**src/rtl/console_pkg.sv**
```systemverilog
// Shared definitions for the text console: control-code constants and the
// controller state encoding.
package console_pkg;

    localparam logic [7:0] CH_BS    = 8'h08;
    localparam logic [7:0] CH_LF    = 8'h0A;
    localparam logic [7:0] CH_FF    = 8'h0C;
    localparam logic [7:0] CH_CR    = 8'h0D;
    localparam logic [7:0] CH_SPACE = 8'h20;
    localparam logic [7:0] CH_TILDE = 8'h7E;

    typedef enum logic [1:0] {
        IDLE         = 2'd0,
        SCROLL_COPY  = 2'd1,
        SCROLL_BLANK = 2'd2,
        CLEAR        = 2'd3
    } console_state_e;

endpackage

```
**src/rtl/console_sweeper.sv**
```systemverilog
// Raster row/col sweeper used for scroll copy, scroll blank and clear.
// Write requests are combinational; the controller registers them onto the plane port.
module console_sweeper
    import console_pkg::*;
#(
    parameter int COLS   = 40,
    parameter int ROW_W  = 4,
    parameter int COL_W  = 6,
    parameter int CHAR_W = 8
) (
    input  logic              clk,
    input  logic              reset_n,
    input  logic              start,
    input  logic              copy_mode,
    input  logic [ROW_W-1:0]  start_row,
    input  logic [ROW_W-1:0]  end_row,
    input  logic [CHAR_W-1:0] fill_data,
    input  logic [CHAR_W-1:0] rdata,
    output logic [ROW_W-1:0]  rd_row,
    output logic [COL_W-1:0]  rd_col,
    output logic              wr_en,
    output logic [ROW_W-1:0]  wr_row,
    output logic [COL_W-1:0]  wr_col,
    output logic [CHAR_W-1:0] wr_data,
    output logic              done
);

    localparam logic [COL_W-1:0] LAST_COL = COL_W'(COLS - 1);

    logic             active_q, active_d, copy_q, copy_d;
    logic             drain_q, drain_d, vld_q, vld_d;
    logic [ROW_W-1:0] row_q, row_d, end_q, end_d, vrow_q, vrow_d, rd_row_q, rd_row_d;
    logic [COL_W-1:0] col_q, col_d, vcol_q, vcol_d, rd_col_q, rd_col_d;
    logic             last_s;

    assign last_s = (row_q == end_q) && (col_q == LAST_COL);

    // Next-state of the sweep counters; in copy mode the read address follows the counters.
    always_comb begin
        active_d = active_q;
        copy_d   = copy_q;
        row_d    = row_q;
        col_d    = col_q;
        end_d    = end_q;
        vrow_d   = vrow_q;
        vcol_d   = vcol_q;
        rd_row_d = rd_row_q;
        rd_col_d = rd_col_q;
        vld_d    = 1'b0;
        drain_d  = 1'b0;
        if (start) begin
            active_d = 1'b1;
            copy_d   = copy_mode;
            row_d    = start_row;
            col_d    = '0;
            end_d    = end_row;
            if (copy_mode) begin
                rd_row_d = start_row;
                rd_col_d = '0;
            end else begin
                rd_row_d = rd_row_q;
                rd_col_d = rd_col_q;
            end
        end else if (active_q) begin
            // Remember which source cell is in flight so its data lands one row up.
            vld_d  = copy_q;
            vrow_d = row_q;
            vcol_d = col_q;
            if (last_s) begin
                active_d = 1'b0;
                drain_d  = copy_q;
            end else if (col_q == LAST_COL) begin
                col_d = '0;
                row_d = row_q + ROW_W'(1);
            end else begin
                col_d = col_q + COL_W'(1);
            end
            if (copy_q) begin
                rd_row_d = row_d;
                rd_col_d = col_d;
            end else begin
                rd_row_d = rd_row_q;
                rd_col_d = rd_col_q;
            end
        end else begin
            active_d = active_q;
        end
    end

    // Sweep state registers.
    always_ff @(posedge clk) begin
        if (!reset_n) begin
            active_q <= 1'b0;
            copy_q   <= 1'b0;
            drain_q  <= 1'b0;
            vld_q    <= 1'b0;
            row_q    <= '0;
            col_q    <= '0;
            end_q    <= '0;
            vrow_q   <= '0;
            vcol_q   <= '0;
            rd_row_q <= '0;
            rd_col_q <= '0;
        end else begin
            active_q <= active_d;
            copy_q   <= copy_d;
            drain_q  <= drain_d;
            vld_q    <= vld_d;
            row_q    <= row_d;
            col_q    <= col_d;
            end_q    <= end_d;
            vrow_q   <= vrow_d;
            vcol_q   <= vcol_d;
            rd_row_q <= rd_row_d;
            rd_col_q <= rd_col_d;
        end
    end

    assign rd_row  = rd_row_q;
    assign rd_col  = rd_col_q;
    assign wr_en   = copy_q ? vld_q : active_q;
    assign wr_row  = copy_q ? (vrow_q - ROW_W'(1)) : row_q;
    assign wr_col  = copy_q ? vcol_q : col_q;
    assign wr_data = copy_q ? rdata : fill_data;
    assign done    = copy_q ? drain_q : (active_q && last_s);

endmodule

```
**src/rtl/text_console_ctrl.sv**
```systemverilog
// Character feeder for the text plane: cursor handling, control codes and
// hardware scroll/clear through the plane's read and write ports.
module text_console_ctrl
    import console_pkg::*;
#(
    parameter int          ROWS       = 15,
    parameter int          COLS       = 40,
    parameter int          CHAR_W     = 8,
    parameter int          ROW_W      = 4,
    parameter int          COL_W      = 6,
    parameter logic [7:0]  BLANK_CHAR = 8'h20,
    parameter int          SCROLL_EN  = 1
) (
    input  logic              clk,
    input  logic              reset_n,
    input  logic              in_valid,
    input  logic [CHAR_W-1:0] in_char,
    output logic              in_ready,
    output logic              mem_we,
    output logic [ROW_W-1:0]  mem_wrow,
    output logic [COL_W-1:0]  mem_wcol,
    output logic [CHAR_W-1:0] mem_wdata,
    output logic [ROW_W-1:0]  mem_rrow,
    output logic [COL_W-1:0]  mem_rcol,
    input  logic [CHAR_W-1:0] mem_rdata,
    output logic [ROW_W-1:0]  cursor_row,
    output logic [COL_W-1:0]  cursor_col,
    output logic              busy
);

    localparam logic [ROW_W-1:0]  LAST_ROW = ROW_W'(ROWS - 1);
    localparam logic [COL_W-1:0]  LAST_COL = COL_W'(COLS - 1);
    localparam logic [CHAR_W-1:0] BLANK    = CHAR_W'(BLANK_CHAR);

    console_state_e    state_q, state_d;
    logic [ROW_W-1:0]  row_q, row_d, wrow_q, wrow_d;
    logic [COL_W-1:0]  col_q, col_d, wcol_q, wcol_d;
    logic [CHAR_W-1:0] wdata_q, wdata_d;
    logic              we_q, we_d, ready_q, ready_d, busy_q, busy_d;
    logic              nl_s, printable_s;
    logic              sw_start_s, sw_copy_s, sw_wr_en_s, sw_done_s;
    logic [ROW_W-1:0]  sw_srow_s, sw_erow_s, sw_wr_row_s;
    logic [COL_W-1:0]  sw_wr_col_s;
    logic [CHAR_W-1:0] sw_wr_data_s;

    assign printable_s = (in_char >= CHAR_W'(CH_SPACE)) && (in_char <= CHAR_W'(CH_TILDE));

    console_sweeper #(
        .COLS   (COLS),
        .ROW_W  (ROW_W),
        .COL_W  (COL_W),
        .CHAR_W (CHAR_W)
    ) u_sweeper (
        .clk       (clk),
        .reset_n   (reset_n),
        .start     (sw_start_s),
        .copy_mode (sw_copy_s),
        .start_row (sw_srow_s),
        .end_row   (sw_erow_s),
        .fill_data (BLANK),
        .rdata     (mem_rdata),
        .rd_row    (mem_rrow),
        .rd_col    (mem_rcol),
        .wr_en     (sw_wr_en_s),
        .wr_row    (sw_wr_row_s),
        .wr_col    (sw_wr_col_s),
        .wr_data   (sw_wr_data_s),
        .done      (sw_done_s)
    );

    // Character interpretation, cursor update and busy-state sequencing.
    always_comb begin
        state_d    = state_q;
        row_d      = row_q;
        col_d      = col_q;
        we_d       = 1'b0;
        wrow_d     = wrow_q;
        wcol_d     = wcol_q;
        wdata_d    = wdata_q;
        nl_s       = 1'b0;
        sw_start_s = 1'b0;
        sw_copy_s  = 1'b0;
        sw_srow_s  = '0;
        sw_erow_s  = LAST_ROW;
        case (state_q)
            IDLE: begin
                if (in_valid && ready_q) begin
                    if (printable_s) begin
                        we_d    = 1'b1;
                        wrow_d  = row_q;
                        wcol_d  = col_q;
                        wdata_d = in_char;
                        if (col_q == LAST_COL) begin
                            col_d = '0;
                            nl_s  = 1'b1;
                        end else begin
                            col_d = col_q + COL_W'(1);
                        end
                    end else begin
                        case (in_char)
                            CHAR_W'(CH_LF): nl_s = 1'b1;
                            CHAR_W'(CH_CR): col_d = '0;
                            CHAR_W'(CH_BS): begin
                                if (col_q != '0) begin
                                    col_d   = col_q - COL_W'(1);
                                    we_d    = 1'b1;
                                    wrow_d  = row_q;
                                    wcol_d  = col_q - COL_W'(1);
                                    wdata_d = BLANK;
                                end else begin
                                    col_d = col_q;
                                end
                            end
                            CHAR_W'(CH_FF): begin
                                state_d    = CLEAR;
                                row_d      = '0;
                                col_d      = '0;
                                sw_start_s = 1'b1;
                            end
                            default: nl_s = 1'b0;
                        endcase
                    end
                end else begin
                    we_d = 1'b0;
                end
            end
            SCROLL_COPY, SCROLL_BLANK, CLEAR: begin
                we_d    = sw_wr_en_s;
                wrow_d  = sw_wr_row_s;
                wcol_d  = sw_wr_col_s;
                wdata_d = sw_wr_data_s;
                if (sw_done_s && (state_q == SCROLL_COPY)) begin
                    state_d    = SCROLL_BLANK;
                    sw_start_s = 1'b1;
                    sw_srow_s  = LAST_ROW;
                end else if (sw_done_s) begin
                    state_d = IDLE;
                end else begin
                    state_d = state_q;
                end
            end
            default: state_d = IDLE;
        endcase
        // Newline from the last row either launches a scroll or wraps to the top.
        if (nl_s) begin
            if (row_q != LAST_ROW) begin
                row_d = row_q + ROW_W'(1);
            end else if (SCROLL_EN != 0) begin
                state_d    = SCROLL_COPY;
                col_d      = '0;
                sw_start_s = 1'b1;
                sw_copy_s  = 1'b1;
                sw_srow_s  = ROW_W'(1);
            end else begin
                row_d = '0;
            end
        end else begin
            row_d = row_d;
        end
        busy_d  = (state_d != IDLE);
        ready_d = (state_d == IDLE);
    end

    // Controller registers; reset leaves the plane contents untouched.
    always_ff @(posedge clk) begin
        if (!reset_n) begin
            state_q <= IDLE;
            row_q   <= '0;
            col_q   <= '0;
            we_q    <= 1'b0;
            wrow_q  <= '0;
            wcol_q  <= '0;
            wdata_q <= '0;
            ready_q <= 1'b0;
            busy_q  <= 1'b0;
        end else begin
            state_q <= state_d;
            row_q   <= row_d;
            col_q   <= col_d;
            we_q    <= we_d;
            wrow_q  <= wrow_d;
            wcol_q  <= wcol_d;
            wdata_q <= wdata_d;
            ready_q <= ready_d;
            busy_q  <= busy_d;
        end
    end

    assign in_ready   = ready_q;
    assign busy       = busy_q;
    assign mem_we     = we_q;
    assign mem_wrow   = wrow_q;
    assign mem_wcol   = wcol_q;
    assign mem_wdata  = wdata_q;
    assign cursor_row = row_q;
    assign cursor_col = col_q;

endmodule

```
**config.mk**
```make
export PLATFORM = sky130hd
export DESIGN_NAME = text_console_ctrl
export DESIGN_NICKNAME = d
export VERILOG_FILES = /design/src/rtl/console_pkg.sv /design/src/rtl/console_sweeper.sv /design/src/rtl/text_console_ctrl.sv
export SDC_FILE = /design/constraint.sdc
export NUM_CORES = 1
export LEC_CHECK = 0
export ABC_AREA = 1
export BUFFER_PORTS_ARGS = -buffer_cell sky130_fd_sc_hd__buf_4
export CORE_ASPECT_RATIO = 1.5
export CORE_MARGIN = 10
export CORE_UTILIZATION = 53
export CTS_CLUSTER_SIZE = 24
export DETAILED_ROUTE_END_ITERATION = 6
export PLACE_DENSITY = 0.83
export RECOVER_POWER = 100
export SLEW_MARGIN = 0
export SYNTH_ARGS = -nofsm -noshare
export SYNTH_HDL_FRONTEND = slang
export SYNTH_HIERARCHICAL = 1
export SYNTH_SLANG_ARGS = --single-unit
```
**constraint.sdc**
```tcl
create_clock -name clk -period 6.2 [get_ports clk]
set_input_delay 0.62 -clock clk [delete_from_list [all_inputs] [get_ports clk]]
set_output_delay 0.62 -clock clk [all_outputs]
set_load 0.02 [all_outputs]
```
* Word level (Yosys, flattened, before mapping)
Index checks and enable logic that the tools add are counted.
** Storage, ports and cells
- Input port bits :: 19
- Bits in registers :: 68
- Output and inout port bits :: 41
- Word-level logic and storage cells :: 148
** Operators by class
- Bitwise operators :: 4
- Mux-type cells :: 82
- Add/sub/neg operators :: 6
- Reductions and logical operators :: 19
- Eq/ne operators :: 15
- $lt $le $gt $ge :: 2
** Operators by type and width (count)
- 6-bit 2-to-1 mux :: 18
- 4-bit 2-to-1 mux :: 23
- 8-bit 2-to-1 mux :: 5
- 8-bit by 4-bit == test with 1-bit output, second input constant :: 4
- 6-bit case mux with 2 select lines :: 2
- 1-bit 2-to-1 mux :: 22
- 8-bit case mux with 2 select lines :: 1
- 2-bit 2-to-1 mux :: 7
- 6-bit by 1-bit adder with 6-bit output, second input constant :: 2
- 6-bit == test, second input constant :: 2
- 4-bit by 1-bit adder with 4-bit output, second input constant :: 2
- 8-bit by 6-bit greater-or-equal comparator with 1-bit output, second input constant :: 1
- 8-bit by 7-bit <= comparator with 1-bit output, second input constant :: 1
- 4-bit case mux with 2 select lines :: 1
- 3-bit AND reduction :: 2
- 2-bit nonzero test :: 3
- 6-bit nonzero test :: 1
- 3-bit OR reduction :: 2
- 6-bit by 1-bit subtractor with 6-bit output, second input constant :: 1
- 1-bit logical AND :: 5
- 2-bit == test, second input constant :: 2
- 4-bit == test :: 1
- 2-bit zero test :: 2
- 4-bit inequality test, second input constant :: 1
- other kinds (12) :: 17

* Longest topological paths before layout
Gate-level depths: netlist of run 1.
- Depth after elaboration :: 11
- Gate-level depth with buffers :: 17
- Depth with buffers taken out :: 16

* Hierarchy
The synthesis of run 1 kept the hierarchy.
** By module, submodules not included
- text_console_ctrl :: sequential area each 660.6 µm², area each 2124.5 µm², times used 1, cells each 334
- console_sweeper :: sequential area each 760.7 µm², area each 2038.2 µm², times used 1, cells each 306

* Least setup slack after synthesis of run 1
Ideal clock, no wire load.
- Path type :: register to register
- Start point :: register u_sweeper.col_q[0]
- End point :: register u_sweeper.rd_row_q[3], in the netlist u_sweeper/rd_row[3]
- Clock period less this slack :: 2.614 ns
- Required time :: 6.091 ns
- Setup slack :: 3.586 ns
- Cell stages (with the launch flop) :: 16
- Setup time :: 0.109 ns
- Buffers on the path :: 2
- Arrival :: 2.505 ns
- Path through :: dfxtp_1 ha_1 nand2_4 nor2_8 nand3_4 o21ai_0 inv_1 nor3_1 nand3b_1 buf_2 a21oi_1 nor2_1 buf_4 nand3_1 nand2_1 inv_1
** On the way
- Longest elaborated chain between the ends :: 11
- Elaborated cells between the ends (all ways) :: 23
- Classes of those cells :: eq/ne (2); mux (15); reduce/logical (6)
** RTL lines
- start: declaration :: line console_sweeper.sv:33 : logic [COL_W-1:0] col_q, col_d, vcol_q, vcol_d, rd_col_q, rd_col_d;
- start signal: assignment :: line console_sweeper.sv:110 : col_q <= col_d;
- 6-bit == test * :: line console_sweeper.sv:36 : assign last_s = (row_q == end_q) && (col_q == LAST_COL);
- 1-bit logical AND * :: line console_sweeper.sv:36
- 1-bit logical AND * :: line console_sweeper.sv:125 : assign done = copy_q ? drain_q : (active_q && last_s);
- 1-bit 2-to-1 mux * :: line console_sweeper.sv:125
- via sw_done_s :: line text_console_ctrl.sv:41 : logic sw_start_s, sw_copy_s, sw_wr_en_s, sw_done_s;
- 1-bit logical AND * :: line text_console_ctrl.sv:132 : if (sw_done_s && (state_q == SCROLL_COPY)) begin
- 1-bit 2-to-1 mux * :: line text_console_ctrl.sv:132
- 1-bit case mux with 2 select lines * :: line text_console_ctrl.sv:85 : case (state_q)
- 1-bit 2-to-1 mux :: line text_console_ctrl.sv:146 : if (row_q != LAST_ROW) begin
- 1-bit 2-to-1 mux * :: line text_console_ctrl.sv:145 : if (nl_s) begin
- via sw_start_s :: line text_console_ctrl.sv:41
- 2-bit by 1-bit inequality test with 1-bit output (no source line) or 2-bit nonzero test (tied branches)
- 3-bit AND reduction (no source line)
- end signal: assignment :: line console_sweeper.sv:114 : rd_row_q <= rd_row_d;
- end: declaration :: line console_sweeper.sv:32 : logic [ROW_W-1:0] row_q, row_d, end_q, end_d, vrow_q, vrow_d, rd_row_q, rd_row_d;
Mark *: on every way through the listed nets, which the timed path passes. The rest lies on a longest branch. The select of a mux whose other input is x is not followed.
A chain may end at the register's enable or synchronous reset.

* Final worst setup path of run 1
- Start point :: register u_sweeper.col_q[0]
- End point :: register u_sweeper.rd_col_q[3], in the netlist u_sweeper/rd_col[3]
** On the way
- Longest elaborated chain between the ends :: 11
- Elaborated cells between the ends (all ways) :: 19
- Classes of those cells :: add/sub (1); eq/ne (2); mux (10); reduce/logical (6)
** RTL lines
- 6-bit == test * :: line console_sweeper.sv:36
- 1-bit logical AND * :: line console_sweeper.sv:36
- 1-bit logical AND * :: line console_sweeper.sv:125
- 1-bit 2-to-1 mux * :: line console_sweeper.sv:125
- via sw_done_s :: line text_console_ctrl.sv:41
- 1-bit logical AND * :: line text_console_ctrl.sv:132
- 1-bit 2-to-1 mux * :: line text_console_ctrl.sv:132
- 1-bit case mux with 2 select lines * :: line text_console_ctrl.sv:85
- 1-bit 2-to-1 mux :: line text_console_ctrl.sv:146
- 1-bit 2-to-1 mux * :: line text_console_ctrl.sv:145
- via sw_start_s :: line text_console_ctrl.sv:41
- 2-bit by 1-bit inequality test with 1-bit output (no source line) or 2-bit nonzero test (tied branches)
- 3-bit AND reduction (no source line)
- end signal: assignment :: line console_sweeper.sv:115 : rd_col_q <= rd_col_d;
- end: declaration :: line console_sweeper.sv:33
Marks and branches as above.

==> results of run 1 <==
-- placed cells by master (no fill, tap or decap) --
master	Yosys	layout
sky130_fd_sc_hd__a211oi_1	1	1
sky130_fd_sc_hd__a21oi_1	53	60
sky130_fd_sc_hd__a21oi_2	7	1
sky130_fd_sc_hd__a22oi_1	1	1
sky130_fd_sc_hd__buf_4	1	19
sky130_fd_sc_hd__clkbuf_1	13	43
sky130_fd_sc_hd__clkbuf_16	0	9
sky130_fd_sc_hd__clkbuf_8	0	2
sky130_fd_sc_hd__clkinv_1	1	1
sky130_fd_sc_hd__clkinv_2	1	2
sky130_fd_sc_hd__conb_1	2	12
sky130_fd_sc_hd__dfxtp_1	71	71
sky130_fd_sc_hd__ha_1	8	8
sky130_fd_sc_hd__inv_1	54	54
sky130_fd_sc_hd__inv_2	8	8
sky130_fd_sc_hd__nand2_1	190	192
sky130_fd_sc_hd__nand2_2	11	10
sky130_fd_sc_hd__nand2_4	4	3
sky130_fd_sc_hd__nand3_1	52	53
sky130_fd_sc_hd__nand3_2	3	3
sky130_fd_sc_hd__nand3_4	2	1
sky130_fd_sc_hd__nand3b_1	1	1
sky130_fd_sc_hd__nand4_1	11	11
sky130_fd_sc_hd__nor2_1	61	63
sky130_fd_sc_hd__nor2_2	5	4
sky130_fd_sc_hd__nor2_4	4	4
sky130_fd_sc_hd__nor3_1	8	8
sky130_fd_sc_hd__nor4_1	0	1
sky130_fd_sc_hd__o21ai_0	43	44
sky130_fd_sc_hd__o21ai_1	2	1
sky130_fd_sc_hd__o21ai_2	1	1
sky130_fd_sc_hd__o21bai_1	1	1
sky130_fd_sc_hd__xnor2_1	3	3
sky130_fd_sc_hd__xor2_1	4	4
-- critical path, stage by stage (launching register included) --
cell and delay [ps]:
sky130_fd_sc_hd__dfxtp_1 470, sky130_fd_sc_hd__ha_1 270, sky130_fd_sc_hd__nand2_4 70, sky130_fd_sc_hd__nor2_1 480
sky130_fd_sc_hd__nand3_1 340, sky130_fd_sc_hd__o21ai_0 270, sky130_fd_sc_hd__inv_1 100, sky130_fd_sc_hd__nor3_1 510
sky130_fd_sc_hd__nand3b_1 410, sky130_fd_sc_hd__nor2_1 190, sky130_fd_sc_hd__nor2_1 520, sky130_fd_sc_hd__inv_1 250
sky130_fd_sc_hd__nand2_1 120, sky130_fd_sc_hd__a21oi_1 70
-- state kept, by name (all words and copies together), names as in the netlist, 2 cells and up --
register          cells
u_sweeper/rd_row      4
mem_wrow              4
state_q               2
mem_wcol              6
u_sweeper/col_q       6
u_sweeper/row_q       4
u_sweeper/vrow_q      4
u_sweeper/vcol_q      6
u_sweeper/rd_col      6
cursor_row            4
cursor_col            6
mem_wdata             8
u_sweeper/end_q       4
-- where the power goes --
part           leakage (nW)  internal [W]  switching [W]
logic                  1.42     0.0000317      0.0000633
clock network         0.132      0.000287       0.000180
registers             0.574      0.000464     0.00000800
-- worst max path at each step --
stage	startpoint	to	slack, ps	cells past startpoint
floorplan	u_sweeper/col_q[0]$_SDFFE_PP0P_	u_sweeper/rd_row[3]$_SDFFE_PN0P_	3590	15
detailed placement	state_q[0]$_SDFF_PN0_	u_sweeper/rd_col[3]$_SDFFE_PN0P_	2540	10
CTS	state_q[0]$_SDFF_PN0_	u_sweeper/rd_col[3]$_SDFFE_PN0P_	2460	10
global route	u_sweeper/col_q[0]$_SDFFE_PP0P_	u_sweeper/rd_col[3]$_SDFFE_PN0P_	1550	13
finish	u_sweeper/col_q[0]$_SDFFE_PP0P_	u_sweeper/rd_col[3]$_SDFFE_PN0P_	1980	13
global placement	state_q[0]$_SDFF_PN0_	u_sweeper/rd_col[0]$_SDFFE_PN0P_	2770	10
-- cells by family (layout without fill, tap and decap cells) --
logic type / after synthesis / in the layout / synth area share, %
adder cells (fa/ha/maj): 8 / 8 / 2.405
AND/OR/NAND/NOR: 354 / 354 / 38.59
buffers and inverters: 88 / 138 / 8.806
flip-flops: 71 / 71 / 34.14
other: 2 / 12 / 0.1804
XOR/XNOR: 7 / 7 / 1.473
AO/OA/AOI/OAI: 110 / 110 / 14.40
-- through the flow --
stage,cells,util (%)
2_1_floorplan,650,-
3_3_place_gp,788,60.74
3_5_place_dp,788,60.74
4_1_cts,802,64.20
5_1_grt,802,61.13
6_report,802,61.13
-- area by class of cell --
| type | count | area (um2) |
|---|---|---|
| Clock buffer | 13 | 260.3 |
| Clock inverter | 1 | 5.005 |
| Fill cell | 784 | 2978 |
| Inverter | 64 | 241.5 |
| Multi-Input combinational cell | 491 | 2331 |
| Sequential cell | 71 | 1421 |
| Tap cell | 102 | 127.6 |
| Timing Repair Buffer | 60 | 296.5 |
-- routing by layer --
layer / wire length [um] / up-vias / GRT usage (%) / share of wire, %
li1: - / 2169 / - / -
met4: 362 / 0 / 10.02 / 3.1
met3: 560 / 28 / 4.540 / 4.7
met1: 4645 / 1971 / 20.21 / 39
met5: 0 / - / 0 / 0
met2: 6254 / 138 / 37.46 / 53
==> impl_metrics.json, run 1 <==
{
  "syn_area_um2": 4163,
  "crit_path_start_kind": "flip-flop",
  "setup_repair_after_global_routing_missed_its_margin": "no",
  "fp-row-count": 39,
  "clk_pin_slew_worst_paths_ps": 60,
  "r2r_slack_ps": 1980,
  "syn_area_per_cell_um2": 6.504,
  "synth_top_cell_area_share_pct": 34.14,
  "vdd_ir_drop_max_mv": 0.1870,
  "finalPower_w": 0.001034,
  "drtIter0Drc": 361,
  "synth_edf_count": 0,
  "die_width_um": 92.36,
  "grt_first_pass_wirelength_mm": 19.61,
  "drt-vias-per-instance": 5.369,
  "max-slew-margin-rel_pct": -10.34,
  "synthesis.instances": 640,
  "maxCapViolations": 1,
  "floorplan.io_pins": 60,
  "yosysTopAreaCell": "sky130_fd_sc_hd__dfxtp_1",
  "status": "finished, violations left",
  "register_to_register_path_depth": 13,
  "nets": 724,
  "finalWorstPathRequiredPeriod_ps": 4224,
  "total_setup_buffers_inserted_after_cts": 0,
  "cts_resized": 0,
  "antennaDiodeCount": 0,
  "htree_num_levels": 3,
  "async_reset_ff_share_pct": 0,
  "grt_overflow": 0,
  "portBuffers": 59,
  "cts_tree": "built",
  "grt_pass1_vias": 4206,
  "min_period_over_period_pct": 68.13,
  "area_growth_syn_to_layout_pct": 12.50,
  "antenna_violating_nets_post_route": 0,
  "drt_pre_antenna_iters": 5,
  "critical_path_rt_ps": 6400,
  "wl_mm": 11.82,
  "post_synth_most_frequent_cells": "190 x sky130_fd_sc_hd__nand2_1, 71 x sky130_fd_sc_hd__dfxtp_1, 61 x sky130_fd_sc_hd__nor2_1, 54 x sky130_fd_sc_hd__inv_1, 53 x sky130_fd_sc_hd__a21oi_1",
  "drc": 0,
  "cp.arrival_ps": 4420,
  "hold_viol": 0,
  "worst_clock_skew_ps": 7.196,
  "die_area_um2": 11870,
  "setup_violations": 0,
  "hp-start": "mem_wdata[7]$_SDFFE_PN0P_",
  "max_root_sink_buffers": 2,
  "failed_checks": "max-capacitance violations, max-slew violations",
  "synth_cell_type_count": 36,
  "whs_path_depth": 2,
  "vias": 4306,
  "fp.dieH_um": 128.5,
  "ys.flop_type": "sky130_fd_sc_hd__dfxtp_1",
  "power.density_cell_area_nw_per_um2": 220.9,
  "pnr_worst_setup_slack_ps": 1976,
  "path_max_fanout": 12,
  "criticalPathCategory": "flip-flop to flip-flop",
  "grt_start_max_net_pins": 31,
  "wire_per_inst_um": 14.74,
  "timing.fmax_mhz": 236.8,
  "post_cts_hold_buffer_count": 0,
  "synth_area_leaders": "sky130_fd_sc_hd__dfxtp_1 34%, sky130_fd_sc_hd__nand2_1 17%, sky130_fd_sc_hd__a21oi_1 6.4%",
  "global_route.usage.total_pct": 20.02,
  "hold-worst-slack_ps": 463.1,
  "report.final.slew_viol_count": 18,
  "tightest_slew_ps": 1655,
  "initial_core_util_pct": 54.34,
  "ctsRootBufferMaster": "sky130_fd_sc_hd__clkbuf_16",
  "total_clock_sinks": 71,
  "ys_ff_latch": 71,
  "setup_total_negative_slack_ps": 0,
  "crit-reg2reg-capture": "u_sweeper/rd_col[3]$_SDFFE_PN0P_",
  "drive_gt1_share_pct": 9.571,
  "timing.hold.worst.class": "flip-flop to flip-flop",
  "detailedPlace.worstSlack_ps": 2536,
  "cp-end-kind": "flip-flop",
  "numCtsBuffers": 9,
  "power.static_leakage_nw": 2.127,
  "core_region_area_um2": 7661,
  "yosysMostFrequentCell": "sky130_fd_sc_hd__nand2_1",
  "antenna_found_initial": 0,
  "gp_congestion": 0.9421,
  "hold-path-endpoint": "mem_wdata[7]$_SDFFE_PN0P_",
  "synth.yosys.seq_area_share_pct": 34.14,
  "placed_wire_length_estimate_after_detailed_placement_mm": 8.937,
  "post_dp_area_um2": 4653,
  "synth.yosys.warnings": 6,
  "clock_insertion_delay_worst_skew_ps": 330,
  "layout.cell_area.non_filler_um2": 4683,
  "crit-reg2reg-launch": "u_sweeper/col_q[0]$_SDFFE_PP0P_"
}
Note: power is estimated with default switching activity, not from simulation.
==> inputs of run 2 (changes only) <==
CORE_UTILIZATION = 52   (was 53)
PLACE_DENSITY = 0.84   (was 0.83)
clock period = 3.6 ns   (was 6.2 ns; I/O delays follow)
==> run 2 against run 1 <==
Effect of this change:
- the flow still finishes with violations (max-capacitance violations, max-slew violations)
- sequential power increased by 72%
- final cell count grew 1.1%
- power up 74%
- worst hold slack lost 78 ps
- critical endpoint is now mem_wcol[4]$_SDFFE_PN0P_
==> impl_metrics.json, run 2 (synthesis gave the netlist of run 1 again) <==
{
  "ctsRootBufferMaster": "sky130_fd_sc_hd__clkbuf_16",
  "crit_path_start_kind": "flip-flop",
  "register_to_register_path_depth": 6,
  "most-common-layout-cells": "192 x sky130_fd_sc_hd__nand2_1, 71 x sky130_fd_sc_hd__dfxtp_1, 60 x sky130_fd_sc_hd__nor2_1, 58 x sky130_fd_sc_hd__a21oi_1, 54 x sky130_fd_sc_hd__inv_1",
  "total_switching_power_w": 0.0004494,
  "die_width_um": 93.06,
  "power_switching_share_pct": 24.90,
  "tightest_slew_ps": 1608,
  "drive_gt1_share_pct": 11.00,
  "grt_start_max_net_pins": 31,
  "combinationalPowerShare_pct": 9.2,
  "vias": 4280,
  "critical-path-slowest-cell": "sky130_fd_sc_hd__a21oi_1",
  "post_cts_hold_buffer_count": 0,
  "wl_met3_um": 611,
  "grt_pass1_vias": 4116,
  "fillerInstances": 777,
  "critical_path_rt_ps": 3860,
  "whs_path_depth": 5,
  "fp-row-count": 39,
  "finalWorstPathRequiredPeriod_ps": 3123,
  "highest_layer": "met4",
  "numCtsBuffers": 9,
  "grt_first_pass_wirelength_mm": 19.09,
  "antenna_violating_nets_post_route": 0,
  "nets": 731,
  "crit-reg2reg-launch": "state_q[0]$_SDFF_PN0_",
  "die_area_um2": 12060,
  "p_int_w": 0.001355,
  "crit-reg2reg-capture": "mem_wcol[4]$_SDFFE_PN0P_",
  "cp-end-kind": "flip-flop",
  "vdd_ir_drop_max_mv": 0.3397,
  "largest_register_ffs": 8,
  "worst_path_largest_cell_delay_ps": 1360,
  "drt-vias-per-instance": 5.277,
  "min_period_over_period_pct": 86.74,
  "hold-worst-slack_ps": 384.8,
  "portBuffers": 59,
  "worst_path_most_repeated_cell": "sky130_fd_sc_hd__a21oi_1",
  "r2r_slack_ps": 480,
  "cp.arrival_ps": 3390,
  "power.density_cell_area_nw_per_um2": 378.1,
  "gp_congestion": 0.9291,
  "met1Wirelength_mm": 4.542,
  "worst_clock_skew_ps": 3.952,
  "antenna_found_initial": 0,
  "mostFrequentLayoutCell": "sky130_fd_sc_hd__nand2_1",
  "status": "finished, violations left",
  "criticalPathCategory": "flip-flop to flip-flop",
  "setup_repair_after_global_routing_missed_its_margin": "no",
  "max_root_sink_buffers": 2,
  "drt_pre_antenna_iters": 4,
  "drtIter0Drc": 246,
  "grt_overflow": 0,
  "timing.hold.worst.class": "primary input to flip-flop",
  "total_clock_sinks": 71,
  "cts_resized": 0,
  "initial_core_util_pct": 53.99,
  "hold-path-endpoint": "mem_wdata[7]$_SDFFE_PN0P_",
  "pwr-share-clk_pct": 45.8,
  "failed_checks": "max-capacitance violations, max-slew violations",
  "htree_num_levels": 3,
  "clock_insertion_delay_worst_skew_ps": 340,
  "report.final.slew_viol_count": 18,
  "max-slew-margin-rel_pct": -7.188,
  "timing.fmax_mhz": 320.2,
  "maxCapViolations": 1,
  "wire_per_inst_um": 14.46,
  "seq_power_share_pct": 45.0,
  "clk_pin_slew_worst_paths_ps": 50,
  "area_growth_syn_to_layout_pct": 14.67,
  "fp.dieH_um": 129.6,
  "hold_viol": 0,
  "met2_length_mm": 6.237,
  "global_route.usage.total_pct": 19.40,
  "placed_wire_length_estimate_after_detailed_placement_mm": 8.892,
  "power.static_leakage_nw": 2.185,
  "setup_total_negative_slack_ps": 0,
  "floorplan.io_pins": 60,
  "path_max_fanout": 22,
  "setup_violations": 0,
  "path_cells": "nor2_1, inv_1, clkbuf_1, a21oi_1, nand2_1, a21oi_1",
  "core_region_area_um2": 7710,
  "drc": 0,
  "wl_mm": 11.72,
  "cts_tree": "built",
  "total_setup_buffers_inserted_after_cts": 0,
  "hp-start": "mem_rdata[7]",
  "antennaDiodeCount": 0
}
==> run 2: stage by stage <==
stage	cell area (um2)	power [W]	cells	utilization [%]	worst slack, ps
after global routing	4773	0.001871	811	61.91	129.8
after CTS	4984	0.001834	811	64.64	430.5
after global placement	4706	0.001003	795	61.04	623.8
after floorplan	4200	0.0009431	650	-	986.3
after detailed placement	4706	0.001006	795	61.04	451.8
final	4773	0.001805	811	61.91	477.4
==> run 2: critical path, delay by kind of cell (launching register included) <==
kind / cells / cell delay (ps)
buffers and inverters: 2 / 540
and+or+nand+nor: 2 / 600
DFF: 1 / 320
AOI/OAI and AO/OA: 2 / 1570
==> run 2: power groups by stage <==
stage / logic [W] / registers [W] / clock network, W
after detailed placement: 0.000177 / 0.000829 / 0
after floorplan: 0.000104 / 0.000839 / 0
after global routing: 0.000185 / 0.000813 / 0.000872
after CTS: 0.000178 / 0.000812 / 0.000844
after global placement: 0.000175 / 0.000828 / 0
final: 0.000166 / 0.000812 / 0.000827
==> run 2: final cells by class <==
cell class                      instances  area [um2]  share of cell area (%)
Clock buffer                           13       260.3                   5.452
Clock inverter                          3       17.52                  0.3670
Inverter                               64       241.5                   5.059
Multi-Input combinational cell        491        2367                   49.59
Sequential cell                        71        1421                   29.78
Tap cell                              102       127.6                   2.674
Timing Repair Buffer                   67       337.8                   7.077
==> run 2: how the worst max path moves through the flow <==
stage,startpoint,endpoint
after floorplan,u_sweeper/col_q[0]$_SDFFE_PP0P_,u_sweeper/rd_row[3]$_SDFFE_PN0P_
after global placement,u_sweeper/col_q[0]$_SDFFE_PP0P_,u_sweeper/rd_col[0]$_SDFFE_PN0P_
after detailed placement,u_sweeper/col_q[0]$_SDFFE_PP0P_,u_sweeper/rd_col[0]$_SDFFE_PN0P_
after CTS,u_sweeper/col_q[0]$_SDFFE_PP0P_,u_sweeper/rd_col[2]$_SDFFE_PN0P_
after global routing,u_sweeper/col_q[0]$_SDFFE_PP0P_,u_sweeper/rd_col[2]$_SDFFE_PN0P_
final,state_q[0]$_SDFF_PN0_,mem_wcol[4]$_SDFFE_PN0P_
==> run 2: layer usage <==
layer,up-vias,global-route usage (%)
li1,2177,-
met1,1928,19.46
met2,144,36.08
met3,31,5.029
met4,0,9.381
met5,-,0
